## src/rtl/mem_access_unit_pkg.sv

```systemverilog
// Shared definitions for the MEM-stage load/store engine.
// Holds the memory-op codes, byte-lane geometry and small decode helpers
// used by the unit, its load aligner and anything forwarding from write-back.
package mem_access_unit_pkg;

  localparam int unsigned BYTE_W    = 8;
  localparam int unsigned NUM_LANES = 4;
  localparam int unsigned LANE_W    = 2;
  localparam int unsigned WORD_W    = BYTE_W * NUM_LANES;

  typedef enum logic [2:0] {
    MEMOP_NONE = 3'd0,
    MEMOP_LB   = 3'd1,
    MEMOP_LBU  = 3'd2,
    MEMOP_LW   = 3'd3,
    MEMOP_SB   = 3'd4,
    MEMOP_SW   = 3'd5
  } mem_op_e;

  // Codes 6 and 7 are reserved and fold onto NONE.
  function automatic mem_op_e decode_op(logic [2:0] code);
    case (code)
      3'd1:    return MEMOP_LB;
      3'd2:    return MEMOP_LBU;
      3'd3:    return MEMOP_LW;
      3'd4:    return MEMOP_SB;
      3'd5:    return MEMOP_SW;
      default: return MEMOP_NONE;
    endcase
  endfunction

  function automatic logic is_load(mem_op_e op);
    return (op == MEMOP_LB) || (op == MEMOP_LBU) || (op == MEMOP_LW);
  endfunction

  function automatic logic is_store(mem_op_e op);
    return (op == MEMOP_SB) || (op == MEMOP_SW);
  endfunction

  // Word accesses are the only ones with an alignment constraint.
  function automatic logic is_word(mem_op_e op);
    return (op == MEMOP_LW) || (op == MEMOP_SW);
  endfunction

  function automatic logic [NUM_LANES-1:0] store_strb(mem_op_e op, logic [LANE_W-1:0] lane);
    case (op)
      MEMOP_SB: return 4'b0001 << lane;
      MEMOP_SW: return 4'hF;
      default:  return '0;
    endcase
  endfunction

endpackage

```

## src/rtl/mem_access_unit_if.sv

```systemverilog
// Single-outstanding request/acknowledge data bus.
//   req/we/addr/wstrb/wdata : master -> slave, held stable while req is high
//   ack/rdata               : slave -> master, ack completes the request in the same cycle
interface mem_access_unit_if #(
  parameter int unsigned ADDR_W = 32,
  parameter int unsigned DATA_W = 32
);

  logic              req;
  logic              we;
  logic [ADDR_W-1:0] addr;
  logic [DATA_W/8-1:0] wstrb;
  logic [DATA_W-1:0] wdata;
  logic              ack;
  logic [DATA_W-1:0] rdata;

  modport master (
    output req, we, addr, wstrb, wdata,
    input  ack, rdata
  );

  modport slave (
    input  req, we, addr, wstrb, wdata,
    output ack, rdata
  );

endinterface

```

## src/rtl/mem_access_unit_load_align.sv

```systemverilog
// Combinational load aligner: selects the addressed byte lane of a read word
// and sign- or zero-extends it, or passes the word through for LW.
//   rdata     : raw bus word
//   lane      : byte lane (address bits [1:0]), little-endian
//   op        : load op; non-load ops produce zero
//   load_data : extended result
module mem_access_unit_load_align
  import mem_access_unit_pkg::*;
(
  input  logic [WORD_W-1:0] rdata,
  input  logic [LANE_W-1:0] lane,
  input  mem_op_e           op,
  output logic [WORD_W-1:0] load_data
);

  logic [BYTE_W-1:0] byte_sel;

  always_comb begin
    byte_sel  = rdata[BYTE_W*lane +: BYTE_W];
    load_data = '0;
    case (op)
      MEMOP_LB:  load_data = {{(WORD_W-BYTE_W){byte_sel[BYTE_W-1]}}, byte_sel};
      MEMOP_LBU: load_data = {{(WORD_W-BYTE_W){1'b0}}, byte_sel};
      MEMOP_LW:  load_data = rdata;
      default:   load_data = '0;
    endcase
  end

endmodule

```

## src/rtl/mem_access_unit.sv

```systemverilog
// MEM-stage load/store engine for LB, LBU, LW, SB and SW.
// Accepts an op from EX in IDLE, issues one bus request, and retires it with a
// one-cycle done pulse while holding the front of the pipeline via stall_req.
//   clk, rst      : clock, asynchronous active-high reset
//   ex_valid      : EX presents a memory op
//   mem_op        : op code (6/7 behave as NONE)
//   addr          : effective byte address
//   store_data    : store operand
//   stall_req     : hold IF/ID/EX
//   done          : access retired (pulse)
//   load_valid    : load_data valid (pulse)
//   load_data     : extended load result, held between retirements
//   misalign_err  : misaligned LW/SW (pulse, no bus access made)
//   bus           : request/acknowledge data bus, master side
module mem_access_unit
  import mem_access_unit_pkg::*;
#(
  parameter int unsigned ADDR_W = 32,
  parameter int unsigned DATA_W = 32
) (
  input  logic               clk,
  input  logic               rst,
  input  logic               ex_valid,
  input  logic [2:0]         mem_op,
  input  logic [ADDR_W-1:0]  addr,
  input  logic [DATA_W-1:0]  store_data,
  output logic               stall_req,
  output logic               done,
  output logic               load_valid,
  output logic [DATA_W-1:0]  load_data,
  output logic               misalign_err,
  mem_access_unit_if.master  bus
);

  typedef enum logic [1:0] {StIdle, StReq, StDone} state_e;

  state_e              state_q;
  mem_op_e             op_q;
  logic [LANE_W-1:0]   lane_q;
  logic                bus_req_q;
  logic                bus_we_q;
  logic [ADDR_W-1:0]   bus_addr_q;
  logic [NUM_LANES-1:0] bus_wstrb_q;
  logic [DATA_W-1:0]   bus_wdata_q;
  logic                done_q;
  logic                load_valid_q;
  logic                misalign_q;
  logic [DATA_W-1:0]   load_data_q;

  mem_op_e             op_in;
  logic                active_in;
  logic                misalign_in;
  logic [DATA_W-1:0]   aligned_data;

  assign op_in       = decode_op(mem_op);
  assign active_in   = ex_valid && (op_in != MEMOP_NONE);
  assign misalign_in = is_word(op_in) && (addr[1:0] != 2'b00);

  // Dropped in StDone so the pipeline advances exactly once per access.
  assign stall_req = ((state_q == StIdle) && active_in) || (state_q == StReq);

  // Uses the lane/op captured at accept, so it stays valid while EX moves on.
  mem_access_unit_load_align u_load_align (
    .rdata     (bus.rdata),
    .lane      (lane_q),
    .op        (op_q),
    .load_data (aligned_data)
  );

  always_ff @(posedge clk or posedge rst) begin
    if (rst) begin
      state_q      <= StIdle;
      op_q         <= MEMOP_NONE;
      lane_q       <= '0;
      bus_req_q    <= 1'b0;
      bus_we_q     <= 1'b0;
      bus_addr_q   <= '0;
      bus_wstrb_q  <= '0;
      bus_wdata_q  <= '0;
      done_q       <= 1'b0;
      load_valid_q <= 1'b0;
      misalign_q   <= 1'b0;
      load_data_q  <= '0;
    end else begin
      // Pulses default low; only the transition into StDone raises them.
      done_q       <= 1'b0;
      load_valid_q <= 1'b0;
      misalign_q   <= 1'b0;
      unique case (state_q)
        StIdle: begin
          if (active_in) begin
            if (misalign_in) begin
              state_q     <= StDone;
              done_q      <= 1'b1;
              misalign_q  <= 1'b1;
              load_data_q <= '0;
            end else begin
              state_q     <= StReq;
              op_q        <= op_in;
              lane_q      <= addr[1:0];
              bus_req_q   <= 1'b1;
              bus_we_q    <= is_store(op_in);
              bus_addr_q  <= {addr[ADDR_W-1:2], 2'b00};
              bus_wstrb_q <= store_strb(op_in, addr[1:0]);
              case (op_in)
                MEMOP_SB: bus_wdata_q <= {NUM_LANES{store_data[BYTE_W-1:0]}};
                MEMOP_SW: bus_wdata_q <= store_data;
                default:  bus_wdata_q <= '0;
              endcase
            end
          end
        end
        StReq: begin
          if (bus.ack) begin
            state_q   <= StDone;
            bus_req_q <= 1'b0;
            done_q    <= 1'b1;
            if (is_load(op_q)) begin
              load_valid_q <= 1'b1;
              load_data_q  <= aligned_data;
            end
          end
        end
        StDone: begin
          state_q <= StIdle;
        end
        default: begin
          state_q <= StIdle;
        end
      endcase
    end
  end

  assign bus.req      = bus_req_q;
  assign bus.we       = bus_we_q;
  assign bus.addr     = bus_addr_q;
  assign bus.wstrb    = bus_wstrb_q;
  assign bus.wdata    = bus_wdata_q;
  assign done         = done_q;
  assign load_valid   = load_valid_q;
  assign misalign_err = misalign_q;
  assign load_data    = load_data_q;

endmodule
```

## src/flat_wrapper.sv

```systemverilog
// flat-port wrapper written by rule: the top's interface ports become plain ports
module mem_access_unit_flat import mem_access_unit_pkg::*;
#(
  parameter int unsigned ADDR_W = 32,
  parameter int unsigned DATA_W = 32
)
  (clk, rst, ex_valid, mem_op, addr, store_data, stall_req, done, load_valid, load_data, misalign_err, bus_req, bus_we, bus_addr, bus_wstrb, bus_wdata, bus_ack, bus_rdata);
  mem_access_unit_if #(.ADDR_W(ADDR_W), .DATA_W(DATA_W)) bus_i ();
  input  logic clk;
  input  logic rst;
  input  logic ex_valid;
  input  logic [2:0] mem_op;
  input  logic [ADDR_W-1:0] addr;
  input  logic [DATA_W-1:0] store_data;
  output logic stall_req;
  output logic done;
  output logic load_valid;
  output logic [DATA_W-1:0] load_data;
  output logic misalign_err;
  output wire logic [$bits(bus_i.req)-1:0] bus_req;
  output wire logic [$bits(bus_i.we)-1:0] bus_we;
  output wire logic [$bits(bus_i.addr)-1:0] bus_addr;
  output wire logic [$bits(bus_i.wstrb)-1:0] bus_wstrb;
  output wire logic [$bits(bus_i.wdata)-1:0] bus_wdata;
  input wire logic [$bits(bus_i.ack)-1:0] bus_ack;
  input wire logic [$bits(bus_i.rdata)-1:0] bus_rdata;
  assign bus_req = bus_i.req;
  assign bus_we = bus_i.we;
  assign bus_addr = bus_i.addr;
  assign bus_wstrb = bus_i.wstrb;
  assign bus_wdata = bus_i.wdata;
  assign bus_i.ack = bus_ack;
  assign bus_i.rdata = bus_rdata;
  mem_access_unit #(.ADDR_W(ADDR_W), .DATA_W(DATA_W)) u_core (.clk(clk), .rst(rst), .ex_valid(ex_valid), .mem_op(mem_op), .addr(addr), .store_data(store_data), .stall_req(stall_req), .done(done), .load_valid(load_valid), .load_data(load_data), .misalign_err(misalign_err), .bus(bus_i));
endmodule
```

## config.mk

```make
export PLATFORM = sky130hd
export DESIGN_NAME = mem_access_unit_flat
export DESIGN_NICKNAME = d
export VERILOG_FILES = /design/src/rtl/mem_access_unit_pkg.sv /design/src/rtl/mem_access_unit_if.sv /design/src/rtl/mem_access_unit_load_align.sv /design/src/rtl/mem_access_unit.sv /design/src/flat_wrapper.sv
export SDC_FILE = /design/constraint.sdc
export NUM_CORES = 1
export LEC_CHECK = 0
export BUFFER_PORTS_ARGS = -buffer_cell sky130_fd_sc_hd__buf_4
export CORE_MARGIN = 1.5
export CORE_UTILIZATION = 49
export DETAILED_ROUTE_END_ITERATION = 6
export HOLD_SLACK_MARGIN = 0.03
export PLACE_DENSITY = 0.81
export SYNTH_ARGS = -nofsm -noshare
export SYNTH_HDL_FRONTEND = slang
export SYNTH_SLANG_ARGS = --single-unit
```

## constraint.sdc

```tcl
create_clock -name clk -period 3.6 [get_ports clk]
set_input_delay 0.36 -clock clk [delete_from_list [all_inputs] [get_ports clk]]
set_output_delay 0.36 -clock clk [all_outputs]
set_load 0.1 [all_outputs]
```

; ---- Word level (Yosys, flattened, before mapping)
; Index checks and enable logic that the tools add are counted.
[totals]
ram_bits = 0
elab_cells = 73
mem_bits_ro = 0
latchBits = 0
mem_count = 0
regBits = 110
inputBits = 103
output_inout_bits = 106
[classes]
n_mul = 0
n_reduce_logical = 16
magnitude_cmp = 0
div = 0
n_addsub = 0
bitwise = 1
eq_ne = 17
n_shift = 2
muxes = 25
[op_table]
columns = cell, n
row1 = $mux 32, 4
row2 = $pmux 32 s2, 2
row3 = $pmux 32 s3, 1
row4 = $shiftx 32x6->8, 1
row5 = $eq 3x2->1 const B, 5
row6 = $pmux 3 s5, 1
row7 = $eq 3x3->1 const B, 4
row8 = $mux 1, 10
row9 = $pmux 4 s2, 1
row10 = $eq 3x1->1 const B, 2
row11 = $mux 2, 3
row12 = $ne 2x2->1 const B, 3
row13 = $logic_or 1x1->1, 5
row14 = $reduce_and 5->1, 1
row15 = $ne 2x1->1 const B, 2
row16 = $pmux 1 s2, 2
row17 = $pmux 2 s2, 1
row18 = $reduce_and 4->1, 1
row19 = $reduce_bool 2->1, 2
row20 = $shl 1x2->4 const A, 1
row21 = $logic_and 1x1->1, 3
row22 = $reduce_and 3->1, 1
row23 = $reduce_bool 3->1, 1
row24 = $eq 2x1->1 const B, 1
row25 = other kinds (3), 3

; ---- Longest topological paths before layout
[logic_depth]
word_depth = 8
depth_mapped = 9

; ---- Hierarchy
; A second synthesis with hierarchy kept.
[unflattened]
hier_cells = 408
area_unflattened_um2 = 5316.3
[by_module_without_submodules]
columns = mod, instances, cells_each, area_each_um2
row1 = mem_access_unit, 1, 319, 4540.6
row2 = mem_access_unit_load_align, 1, 89, 775.7

; ---- Least setup slack after synthesis
; OpenSTA, ideal clock, no wires.
[synth_timing]
kind = input port to output port
from = in mem_op[1]
to = out stall_req
slack_ps = -368
n_path_buf = 0
t_arrival_ps = 3608
path_stages = 6
path_cell_list = inv_1 ha_1 maj3_2 nand2b_1 and2_1 o21ai_0
[synth_between]
elab_chain_cells = 6
elab_cells_between_ends = 10
classes_between = eq/ne (5) / mux (1) / reduce/logical (4)
[synth_lines]
columns = item, line_no
row1 = "start, declared", flat_wrapper.sv:12  ; input logic [2:0] mem_op;
row2 = "$eq 3x3->1, or another cell as far along", mem_access_unit_pkg.sv:22  ; case (code)
row3 = $pmux 3 s5 *, mem_access_unit_pkg.sv:22
row4 = $reduce_bool 3->1 *, mem_access_unit.sv:56  ; assign active_in = ex_valid && (op_in != MEMOP_NONE);
row5 = $logic_and 1x1->1 *, mem_access_unit.sv:56
row6 = $logic_and 1x1->1 *, mem_access_unit.sv:60  ; assign stall_req = ((state_q == StIdle) && active_in) || (state_q == StReq);
row7 = $logic_or 1x1->1 *, mem_access_unit.sv:60
row8 = "end, declared", flat_wrapper.sv:15  ; output logic stall_req;
; Mark *: on every way between the ends. The rest lies on a longest branch, timed or not.

; ---- Worst setup path in the final report
[layout_timing]
from = reg u_core.lane_q[0]
to = reg u_core.load_data_q[17] (netlist: u_core.load_data[17])
[layout_between]
elab_chain_cells = 5
[layout_lines]
columns = item, line_no
row1 = "start, declared", mem_access_unit.sv:39  ; logic [LANE_W-1:0] lane_q;
row2 = "start signal, assigned", mem_access_unit.sv:100  ; lane_q <= addr[1:0];
row3 = $shiftx 32x6->8, mem_access_unit_load_align.sv:19  ; byte_sel = rdata[BYTE_W*lane +: BYTE_W];
row4 = $pmux 32 s3, mem_access_unit_load_align.sv:21  ; case (op)
row5 = $mux 32, mem_access_unit.sv:118  ; if (is_load(op_q)) begin
row6 = $mux 32, mem_access_unit.sv:114  ; if (bus.ack) begin
row7 = $pmux 32 s2, mem_access_unit.sv:89  ; unique case (state_q)
row8 = "end signal, assigned", mem_access_unit.sv:120  ; load_data_q <= aligned_data;
row9 = "end, declared", mem_access_unit.sv:48  ; logic [DATA_W-1:0] load_data_q;
; Every way passes these cells. The select of a mux whose other input is x is not followed.
; A chain may end at the register's enable or synchronous reset.

==> impl_results.md <==
* Status: complete, no violations
* Routed WL at 13400 um
* Post-route DRC at 0
* Area share of the largest cell type after synthesis at about 52%
* Min cycle time layout at about 2.6 ns
* Area growth, synth to finish at 35.1%
* CP max FO at 24
* Drt initial violations at 180
* Hold Crit Class: in2reg
* Internal at 2.61 mW
* CTS HTree Levels at 3
* Crit start category: flip-flop
* Worst setup margin at 0.969 ns
* Unique masters post-synth at 46
* Post-Synthesis Cell Area at roughly 5200 sq um
* Via Count at between 4000 and 5000
* Detail Route Antenna Nets at 0
* Fmax at 380 MHz
* Comb power frac at 56.0%
* Register share of total power at 30.4%
* Fin crit share at 73.1%
* DP Worst Slack at approximately 0.85 ns
* First-pass GRT wire length at around 21000 um
* Top_reg_cell synth: dfrtp_1
* Post-synth EDFFs at 0
* Clk pwr share at ~14%
* Port Buffers at just over 200
* Post-route cell area at between 7000 and 8000 sq um
* Sequential element share of the synthesized area at 52.4%
* Die area at ~11000 sq um
* Post-CTS Repair Setup Buffers at 0
* Final clock skew at between 0.02 and 0.025 ns
* Largest stage delay, worst path at around 0.8 ns
* Max cap viols at 0
* Vias in the first global route at a little over 4000
* GRT Total Usage at 23.8%
* Normalized max-slew margin at around 29%
* P per Cell Area at between 700 and 800 nW/um^2
* Clock-pin slew on the worst setup and hold paths at 0.10 ns
* Critical Path AT at about 3 ns
* Largest net degree at the start of global routing at around 90
* Total negative setup slack at 0 ns
* Worst endpoint required time at approximately 3.9 ns
* Vias per cell at about 5.6
* WL per Instance at roughly 18 um
* Total power at roughly 5.6 mW
* Leak at 3.39 nW
* Most frequent cell after synthesis: dfrtp_1
* Router iterations before antenna repair at 4
* CORE AREA at roughly 10000 sq um
* Starting Density at around half
* # clock sinks at around 110
* Final Hold Viols at 0
* Final setup vio count at 0
* Hold Buf Count CTS at 0
* Cell count after synthesis at between 300 and 400
* Initial antenna violation count at 0
* Placed inst area at about 7000 sq um
* Nets@finish at 697
* Synth top cells by count: dfrtp_1, mux2_2, mux2_4
* Site row count at 37
* Switch share at around 53%
* CTS root buf: clkbuf_8
* Switching power at a little under 3 mW
* # diodes at 0
* CTS tree: yes
* Number of register bits inferred by synthesis at 109
* CTS resizes at 0
* Unrepaired setup endpoints after global routing: false
* Hpwl dp at 9780 um
* GRT overflow at 0
* Critical-path cell list: mux4_2 -> nand4_1 -> a21oi_1 -> mux2_4
* Slew @ Worst Pin at between 1 and 1.5 ns
* Clk_lat worst skew at between 0.3 and 0.4 ns
* Share of flip-flops with an asynchronous set or reset at 100%
* Max rail drop VDD at roughly 0.00077 V
* Area contributors post-synth: dfrtp_1, mux2_4, mux2_2
* Worst Setup End Kind: flip-flop
* CP Class: reg2reg
* Post-Synthesis Mean Instance Area at 13.1 sq um
* GP Congestion at roughly 0.84
* # IOs at roughly 210
* Die Wd at 106 um
* Die height at between 100 and 150 um
* Synth area leader: dfrtp_1
* Clock buffer depth at 2
* Fillers at between 700 and 800
* Count of pins over their slew limit at 0
* Yosys warnings at 0
* CTS Buf Count at 9
* Crit-path slowest cell: nand4_1
* Fraction of layout cells with a size suffix above 1 at 52.9%
[layout make-up]
cell class,count,area (sq um),area share (%)
multi-input cells,250,2270,32.3
clock inverters,5,58.8,0.836
repair buffers,214,1630,23.2
inverters,8,32.5,0.462
flip-flops and latches,109,2730,38.8
well taps,136,170,2.42
clock buffers,11,141,2.01
[sequential cells by signal, summed over array words and instances, names as in the netlist, 2 cells and up]
name / flops
u_core.lane_q: 2
u_core.load_data: 32
u_core.bus.addr: 30
u_core.bus.wdata: 32
u_core.state_q: 2
u_core.bus.wstrb: 4
u_core.op_q: 2
[worst max-delay path: cells and delay by family (launching register included)]
kind,cells,cell delay (ns)
DFF,1,0.70
and+or+nand+nor,1,0.81
AOI/OAI and AO/OA,1,0.49
muxes,2,0.56
[metrics by stage]
step | instances | hold slack [ns] | utilization (%)
2_1_floorplan | 399 | 0.472 | -
3_3_place_gp | 717 | 0.472 | 66.2
3_5_place_dp | 717 | 0.475 | 66.2
4_1_cts | 733 | 0.193 | 68.1
5_1_grt | 733 | 0.199 | 68.1
6_report | 733 | 0.203 | 68.1
[final timing paths]
check	startpoint	endpoint	slack (ns)	depth (start not counted)
worst max-delay path	u_core.lane_q[0]	u_core.load_data[17]	0.97	4
max in group asynchronous	rst	u_core.bus.addr[2]	2.43	3
worst max register to register	u_core.lane_q[0]	u_core.load_data[17]	0.97	4
worst min register to register	u_core.bus.wdata[10]	u_core.bus.wdata[10]	0.50	1
worst min-delay path	bus_ack	u_core.state_q[0]	0.20	2
min in group asynchronous	rst	u_core.bus.wdata[17]	0.24	2
[cells by family after synthesis]
group,count (synthesis),share of synthesized area [%]
adder cells (fa/ha/maj),3,0.697
XOR/XNOR,2,0.337
AND/OR/NAND/NOR,53,5.36
flip-flops,109,52.4
AO/OA/AOI/OAI,118,17.4
buffers and inverters,40,4.23
multiplexers,72,19.5
other,1,0.0720
[power groups by stage]
stage          Clock [mW]  Sequential, mW  Combinational [mW]
6_report            0.762            1.70                3.13
5_1_grt             0.822            1.73                3.22
4_1_cts             0.776            1.70                3.14
3_5_place_dp            0            1.72                3.14
3_3_place_gp            0            1.70                3.10
2_1_floorplan           0            3.47               0.705
[layer usage]
layer | track usage (%) | vias to the layer above | wire (um)
met2 | 39.2 | 188 | 6540
met5 | 0 | - | 0
met3 | 5.40 | 28 | 993
met4 | 9.17 | 0 | 360
li1 | - | 1860 | -
met1 | 30.8 | 1993 | 5510
[cells in the final DEF (no fill, tap or decap), types with 5 or more instances in the layout]
master	netlist	layout
clkbuf_8	0	10
nand2b_1	7	7
mux2_2	34	34
a22oi_1	26	26
a22o_1	19	19
mux2_4	30	30
nand2_1	26	26
buf_4	6	212
o2bb2ai_1	24	24
a21oi_1	29	29
inv_1	8	7
o21ai_0	9	8
nor2_1	5	5
dfrtp_1	109	109
mux4_2	8	8
Note: power is estimated with default switching activity, not from simulation.
